--- config.mk ---
export PLATFORM = sky130hd
export DESIGN_NAME = lfsr_keystream_gen
export DESIGN_NICKNAME = d
export VERILOG_FILES = /design/src/rtl/lfsr_keystream_gen.sv
export SDC_FILE = /design/constraint.sdc
export NUM_CORES = 1
export LEC_CHECK = 0
export CAP_MARGIN = 20
export CORE_ASPECT_RATIO = 0.6
export CORE_MARGIN = 1.5
export CORE_UTILIZATION = 53
export CTS_CLUSTER_SIZE = 20
export DETAILED_ROUTE_END_ITERATION = 6
export GPL_TIMING_DRIVEN = 0
export PLACE_DENSITY = 0.87
export SETUP_SLACK_MARGIN = 0.05
export SLEW_MARGIN = 20
export SYNTH_ARGS = -nofsm -noshare
export SYNTH_HDL_FRONTEND = slang
export SYNTH_SLANG_ARGS = --single-unit
--- constraint.sdc ---
create_clock -name Clk -period 3.45 [get_ports Clk]
set_clock_uncertainty 0.05 [all_clocks]
set_input_delay 0.69 -clock Clk [delete_from_list [all_inputs] [get_ports Clk]]
set_output_delay 0.69 -clock Clk [all_outputs]
set_load 0.005 [all_outputs]
--- src/rtl/lfsr_keystream_gen.sv ---
// lfsr_keystream_gen: Fibonacci LFSR keystream generator.
// Feedback is the parity of (Taps & State). Each step shifts the feedback bit
// into the LSB of State and into the LSB of the keystream word being built.
// After OUT_BITS steps the word is offered on a valid/ready handshake.
// Also reports lock-up (State == 0) and return to the last loaded seed.
// Optional build macro LFSR_TAP_TABLE_EN: when defined, TapsWr treats
// TapsIn[3:0] as an index into a preset 7-bit tap table instead of a raw mask.
module lfsr_keystream_gen #(
    parameter int               WIDTH    = 7,
    parameter int               OUT_BITS = 8,
    parameter logic [WIDTH-1:0] SEED_RST = WIDTH'(1),
    parameter logic [WIDTH-1:0] TAPS_RST = WIDTH'('h60)
) (
    input  logic                Clk,
    input  logic                Reset_n,
    input  logic                Enable,
    input  logic                Load,
    input  logic [WIDTH-1:0]    SeedIn,
    input  logic                TapsWr,
    input  logic [WIDTH-1:0]    TapsIn,
    input  logic                KeyReady,
    output logic                KeyValid,
    output logic [OUT_BITS-1:0] KeyOut,
    output logic [WIDTH-1:0]    State,
    output logic                Lockup,
    output logic                PeriodHit
);

    localparam int CNT_W = (OUT_BITS > 1) ? $clog2(OUT_BITS + 1) : 1;
    localparam logic [CNT_W-1:0] LAST_CNT = CNT_W'(OUT_BITS - 1);

    localparam logic [1:0] ST_IDLE  = 2'd0;
    localparam logic [1:0] ST_FILL  = 2'd1;
    localparam logic [1:0] ST_VALID = 2'd2;

    // Parameter sanity checks at elaboration time.
    generate
        if (WIDTH < 3) begin : g_bad_width
            $error("lfsr_keystream_gen: WIDTH must be >= 3");
        end
        if (OUT_BITS < 1) begin : g_bad_out_bits
            $error("lfsr_keystream_gen: OUT_BITS must be >= 1");
        end
        if (SEED_RST == '0) begin : g_bad_seed
            $error("lfsr_keystream_gen: SEED_RST must be nonzero");
        end
    endgenerate

    logic [WIDTH-1:0]    state_q, state_d;
    logic [WIDTH-1:0]    seed_q,  seed_d;
    logic [WIDTH-1:0]    taps_q,  taps_d;
    logic [1:0]          fsm_q,   fsm_d;
    logic [CNT_W-1:0]    cnt_q,   cnt_d;
    logic [OUT_BITS-1:0] key_q,   key_d;
    logic                ph_q,    ph_d;

    logic                fb;
    logic [WIDTH-1:0]    state_step;
    logic [OUT_BITS-1:0] key_step;
    logic                step;
    logic [WIDTH-1:0]    taps_wr_val;
    logic                taps_wr_ok;

    // Next LFSR value always uses the taps currently held, so a same-cycle
    // TapsWr only affects later steps.
    assign fb         = ^(taps_q & state_q);
    assign state_step = {state_q[WIDTH-2:0], fb};

    // The first generated bit of a word ends up at its MSB.
    generate
        if (OUT_BITS == 1) begin : g_key_single
            assign key_step = fb;
        end else begin : g_key_shift
            assign key_step = {key_q[OUT_BITS-2:0], fb};
        end
    endgenerate

`ifdef LFSR_TAP_TABLE_EN
    generate
        if (WIDTH != 7) begin : g_bad_table_width
            $error("lfsr_keystream_gen: LFSR_TAP_TABLE_EN requires WIDTH == 7");
        end
    endgenerate

    // Only the low nibble selects a table entry.
    logic unused_taps_hi;
    assign unused_taps_hi = ^TapsIn[WIDTH-1:4];

    // Preset tap table lookup; out-of-range indices leave the taps alone.
    always_comb begin
        taps_wr_val = taps_q;
        taps_wr_ok  = 1'b1;
        case (TapsIn[3:0])
            4'd0:    taps_wr_val = WIDTH'(7'h60);
            4'd1:    taps_wr_val = WIDTH'(7'h48);
            4'd2:    taps_wr_val = WIDTH'(7'h78);
            4'd3:    taps_wr_val = WIDTH'(7'h72);
            4'd4:    taps_wr_val = WIDTH'(7'h6A);
            4'd5:    taps_wr_val = WIDTH'(7'h69);
            4'd6:    taps_wr_val = WIDTH'(7'h5C);
            4'd7:    taps_wr_val = WIDTH'(7'h7E);
            4'd8:    taps_wr_val = WIDTH'(7'h7B);
            default: taps_wr_ok  = 1'b0;
        endcase
    end
`else
    assign taps_wr_val = TapsIn;
    assign taps_wr_ok  = 1'b1;
`endif

    // Word-assembly FSM, tap/seed updates and period detection.
    always_comb begin
        state_d = state_q;
        seed_d  = seed_q;
        taps_d  = taps_q;
        fsm_d   = fsm_q;
        cnt_d   = cnt_q;
        key_d   = key_q;
        step    = 1'b0;

        case (fsm_q)
            ST_IDLE: begin
                cnt_d = '0;
                if (Enable) begin
                    fsm_d = ST_FILL;
                end
            end
            ST_FILL: begin
                // Enable low pauses the word: everything holds.
                if (Enable) begin
                    step    = 1'b1;
                    state_d = state_step;
                    key_d   = key_step;
                    cnt_d   = cnt_q + CNT_W'(1);
                    if (cnt_q == LAST_CNT) begin
                        fsm_d = ST_VALID;
                    end
                end
            end
            ST_VALID: begin
                // Word is frozen until the consumer takes it.
                if (KeyReady) begin
                    cnt_d = '0;
                    fsm_d = Enable ? ST_FILL : ST_IDLE;
                end
            end
            default: begin
                fsm_d = ST_IDLE;
                cnt_d = '0;
            end
        endcase

        ph_d = step && (state_step == seed_q);

        if (TapsWr && taps_wr_ok) begin
            taps_d = taps_wr_val;
        end

        // Load wins over any step and throws away the word in progress.
        if (Load) begin
            state_d = SeedIn;
            seed_d  = SeedIn;
            cnt_d   = '0;
            key_d   = '0;
            fsm_d   = ST_IDLE;
            ph_d    = 1'b0;
        end
    end

    // State registers with asynchronous active-low reset.
    always_ff @(posedge Clk or negedge Reset_n) begin
        if (!Reset_n) begin
            state_q <= SEED_RST;
            seed_q  <= SEED_RST;
            taps_q  <= TAPS_RST;
            fsm_q   <= ST_IDLE;
            cnt_q   <= '0;
            key_q   <= '0;
            ph_q    <= 1'b0;
        end else begin
            state_q <= state_d;
            seed_q  <= seed_d;
            taps_q  <= taps_d;
            fsm_q   <= fsm_d;
            cnt_q   <= cnt_d;
            key_q   <= key_d;
            ph_q    <= ph_d;
        end
    end

    assign KeyValid  = (fsm_q == ST_VALID);
    assign KeyOut    = key_q;
    assign State     = state_q;
    assign Lockup    = (state_q == '0);
    assign PeriodHit = ph_q;

endmodule

==> results.sh <==
export IMPL_run_status="finished, final reports clean"
export IMPL_ys_ff_latch=36
export IMPL_finalCriticalPeriod_ns=2.74
export IMPL_switchingPower_w=0.000297
export IMPL_vias=1284
export IMPL_yosysSeqAreaShare_pct=53.5
export IMPL_area_growth_synth_to_final_pct=30.8
export IMPL_cts_max_level=2
export IMPL_nets=222
export IMPL_ioPinCount=38
export IMPL_antenna_left=0
export IMPL_gp_congestion=0.792
export IMPL_setup_viol=0
export IMPL_avgViaCountPerCell=5.28
export IMPL_cts_tree="built"
export IMPL_n_antenna_cell=0
export IMPL_fmax_ghz=0.365
export IMPL_synth_nets=179
export IMPL_antenna_found_initial=0
export IMPL_power_density_nw_per_um2=491
export IMPL_async_flop_share_pct=100
export IMPL_finalWorstSetupSlack_ns=0.711
export IMPL_rr_startpoint="State[2]$_DFFE_PN0P_"
export IMPL_synthSimpleGateAreaFrac_pct=13.4
export IMPL_drt_wl_total_mm=3.82
export IMPL_fp_row_count=15
export IMPL_start_util_pct=57.5
export IMPL_cts_max_path_buffers=2
export IMPL_die_x_um=76.0
export IMPL_synth_distinct_cells=30
export IMPL_grt_usage_pct=23.9
export IMPL_grt_first_pass_wirelength_mm=6.30
export IMPL_max_stage_delay_ns=0.55
export IMPL_die_h_um=46.8
export IMPL_dp_cells=236
export IMPL_clkPwrFrac_pct=29.4
export IMPL_cp_max_fo=6
export IMPL_dr_pass1_iters=4
export IMPL_power_share_switching_pct=27.3
export IMPL_cts_buffers=5
export IMPL_hold_viol=0
export IMPL_critPathKind="reg -> out"
export IMPL_leakage_nw=0.971
export IMPL_comb_power_share_pct=23.8
export IMPL_cap_violations=0
export IMPL_finalMaxSlewViolations=0
export IMPL_cp_start_kind="register"
export IMPL_clk_pin_slew_ns=0.07
export IMPL_fin_crit_sh_pct=79.4
export IMPL_layout_drive_gt1_share_pct=13.9
export IMPL_crit_path_end_kind="output port"
export IMPL_rsz0062_at_grt="false"
export IMPL_cts_sinks=36
export IMPL_synthFlopType="dfrtp_1"
export IMPL_overflow=0
export IMPL_core_area_um2=2950
export IMPL_dieArea_um2=3560
export IMPL_portBuffers=35
export IMPL_syn_area_per_cell_um2=10.7
export IMPL_finalSetupTns_ns=0
export IMPL_drc=0
export IMPL_wl_per_cell_um=15.7
export IMPL_synth_top_family_by_area="simple AND/OR/NAND/NOR gates"
export IMPL_yosysWarnings=0
export IMPL_startpoint="State[3]$_DFFE_PN0P_"
export IMPL_synth_compound_area_share_pct=10.0
export IMPL_maxSlewHeadroom_pct=73.0
export IMPL_critPathCapture="Lockup"
export IMPL_postSynthCellCount=158
export IMPL_crit_required_ns=2.71
export IMPL_internal_power_w=0.000791
export IMPL_dpl_worst_slack_ns=1.01
export IMPL_r2r_slack_ns=1.57
export IMPL_pwr_share_seq_pct=46.8
export IMPL_synth_edf_count=0
export IMPL_grt_max_degree=26
export IMPL_grt_pass1_vias=1260
export IMPL_hold_path_class="in -> async"
export IMPL_hold_buffers=0
export IMPL_cts_root_buf="clkbuf_8"
export IMPL_reg2reg_depth=5
export IMPL_dpl_hpwl_mm=2.88
export IMPL_cts_resized=0
export IMPL_r2r_end="KeyOut[0]$_DFFE_PN0P_"
export IMPL_drtIter0Drc=91
export IMPL_tightest_slew_ns=0.405
export IMPL_netlist_area_um2=1690
export IMPL_worstPathCellList="or4_1, nor4_1, clkdlybuf4s50_1"
export IMPL_cp_slowest_cell="or4_1"
export IMPL_postCtsSetupBuffers=0
export IMPL_final_cells=243
export IMPL_insertion_delay_ns=0.28
export IMPL_synthMuxAreaShare_pct=9.53
export IMPL_synth_xor_area_share_pct=8.35
export IMPL_ir_drop_mv=0.328
export IMPL_synthAdderAreaFrac_pct=0.739
export IMPL_crit_arrival_ns=2.00
cell usage after synthesis (all sizes together) (2+ instances only):
library cell  instances  area, µm²
a22o                  3       26.3
o21ai                15       75.1
nand3                 2       10.0
mux2                  9        101
and2b                 2       16.3
inv                   6       22.5
buf                   2       22.5
xnor3                 2       45.0
mux2i                 6       60.1
nand2b                4       25.0
dfstp                 4        105
xnor2                11       96.3
dfrtp                32        801
a21oi                12       60.1
nand2                32        123
nor2b                 2       12.5
clkbuf                5       30.0
cells in the final DEF (no fill, tap or decap), drive strengths merged, types with 2 or more instances in the layout:
cell,synthesis,layout
nand3,2,2
dfstp,4,4
nor2b,2,2
and2b,2,2
nand2b,4,4
a22o,3,3
o21ai,15,15
mux2,9,9
nand2,32,32
xnor2,11,11
buf,2,4
mux2i,6,6
xnor3,2,2
clkbuf,5,12
dfrtp,32,32
inv,6,6
a21oi,12,12
clkdlybuf4s50,0,34
worst min path at each step:
stage,start,end,slack (ns),depth (start not counted)
after CTS,Reset_n,taps_q[3]$_DFFE_PN0P_,0.25,1
after floorplan,Reset_n,KeyOut[0]$_DFFE_PN0P_,0.34,0
final,Reset_n,taps_q[0]$_DFFE_PN0P_,0.25,1
after detailed placement,taps_q[1]$_DFFE_PN0P_,taps_q[1]$_DFFE_PN0P_,0.45,1
after global routing,Reset_n,taps_q[4]$_DFFE_PN0P_,0.26,1
after global placement,taps_q[4]$_DFFE_PN0P_,taps_q[4]$_DFFE_PN0P_,0.44,1
metal layers:
metal | vias to the layer above | track usage, % | wire (µm)
met5 | - | 0 | 0
met4 | 0 | 5.56 | 8
met3 | 2 | 5.24 | 142
met2 | 28 | 42.5 | 1920
met1 | 639 | 31.6 | 1760
li1 | 615 | - | -
worst max-delay path: cells and delay by family (launching register included):
kind,cells,cell delay [ns]
buffers and inverters,1,0.54
flip-flops,1,0.46
AND/OR/NAND/NOR,2,0.72
cells by family after synthesis:
group,count (synthesis)
xor gates and xnor gates,13
and+or+nand+nor,49
adders and majority gates,1
muxes,15
AOI/OAI and AO/OA,31
buffers and inverters,13
DFF,36
stage by stage:
stage / util (%) / area (µm²) / total power, W / hold slack (ns)
finish: 75.2 / 2220 / 0.00109 / 0.251
floorplan: - / 1690 / 0.000666 / 0.344
detailed placement: 71.9 / 2120 / 0.000776 / 0.455
global placement: 71.2 / 2100 / 0.000756 / 0.441
global route: 75.2 / 2220 / 0.00114 / 0.265
CTS: 75.2 / 2220 / 0.00110 / 0.251
registers in the layout, indices dropped and copies added, names as in the netlist:
name,count
KeyOut,8
fsm_q,2
State,7
PeriodHit,1
cnt_q,4
seed_q,7
taps_q,7
power groups by stage:
stage | clock network (W) | registers, W | logic [W]
5_1_grt | 0.000341 | 0.000516 | 0.000282
4_1_cts | 0.000327 | 0.000509 | 0.000261
3_5_place_dp | 0 | 0.000517 | 0.000259
6_report | 0.000319 | 0.000509 | 0.000259
3_3_place_gp | 0 | 0.000512 | 0.000244
2_1_floorplan | 0 | 0.000504 | 0.000161
layout make-up:
cell class	count	area, µm²
Sequential cell	36	906
Fill cell	213	731
Multi-Input combinational cell	109	713
Timing Repair Buffer	36	373
Clock buffer	7	96.3
Buffer	7	52.6
Tap cell	42	52.6
Inverter	6	22.5
Power figures use the tool's default switching activity.
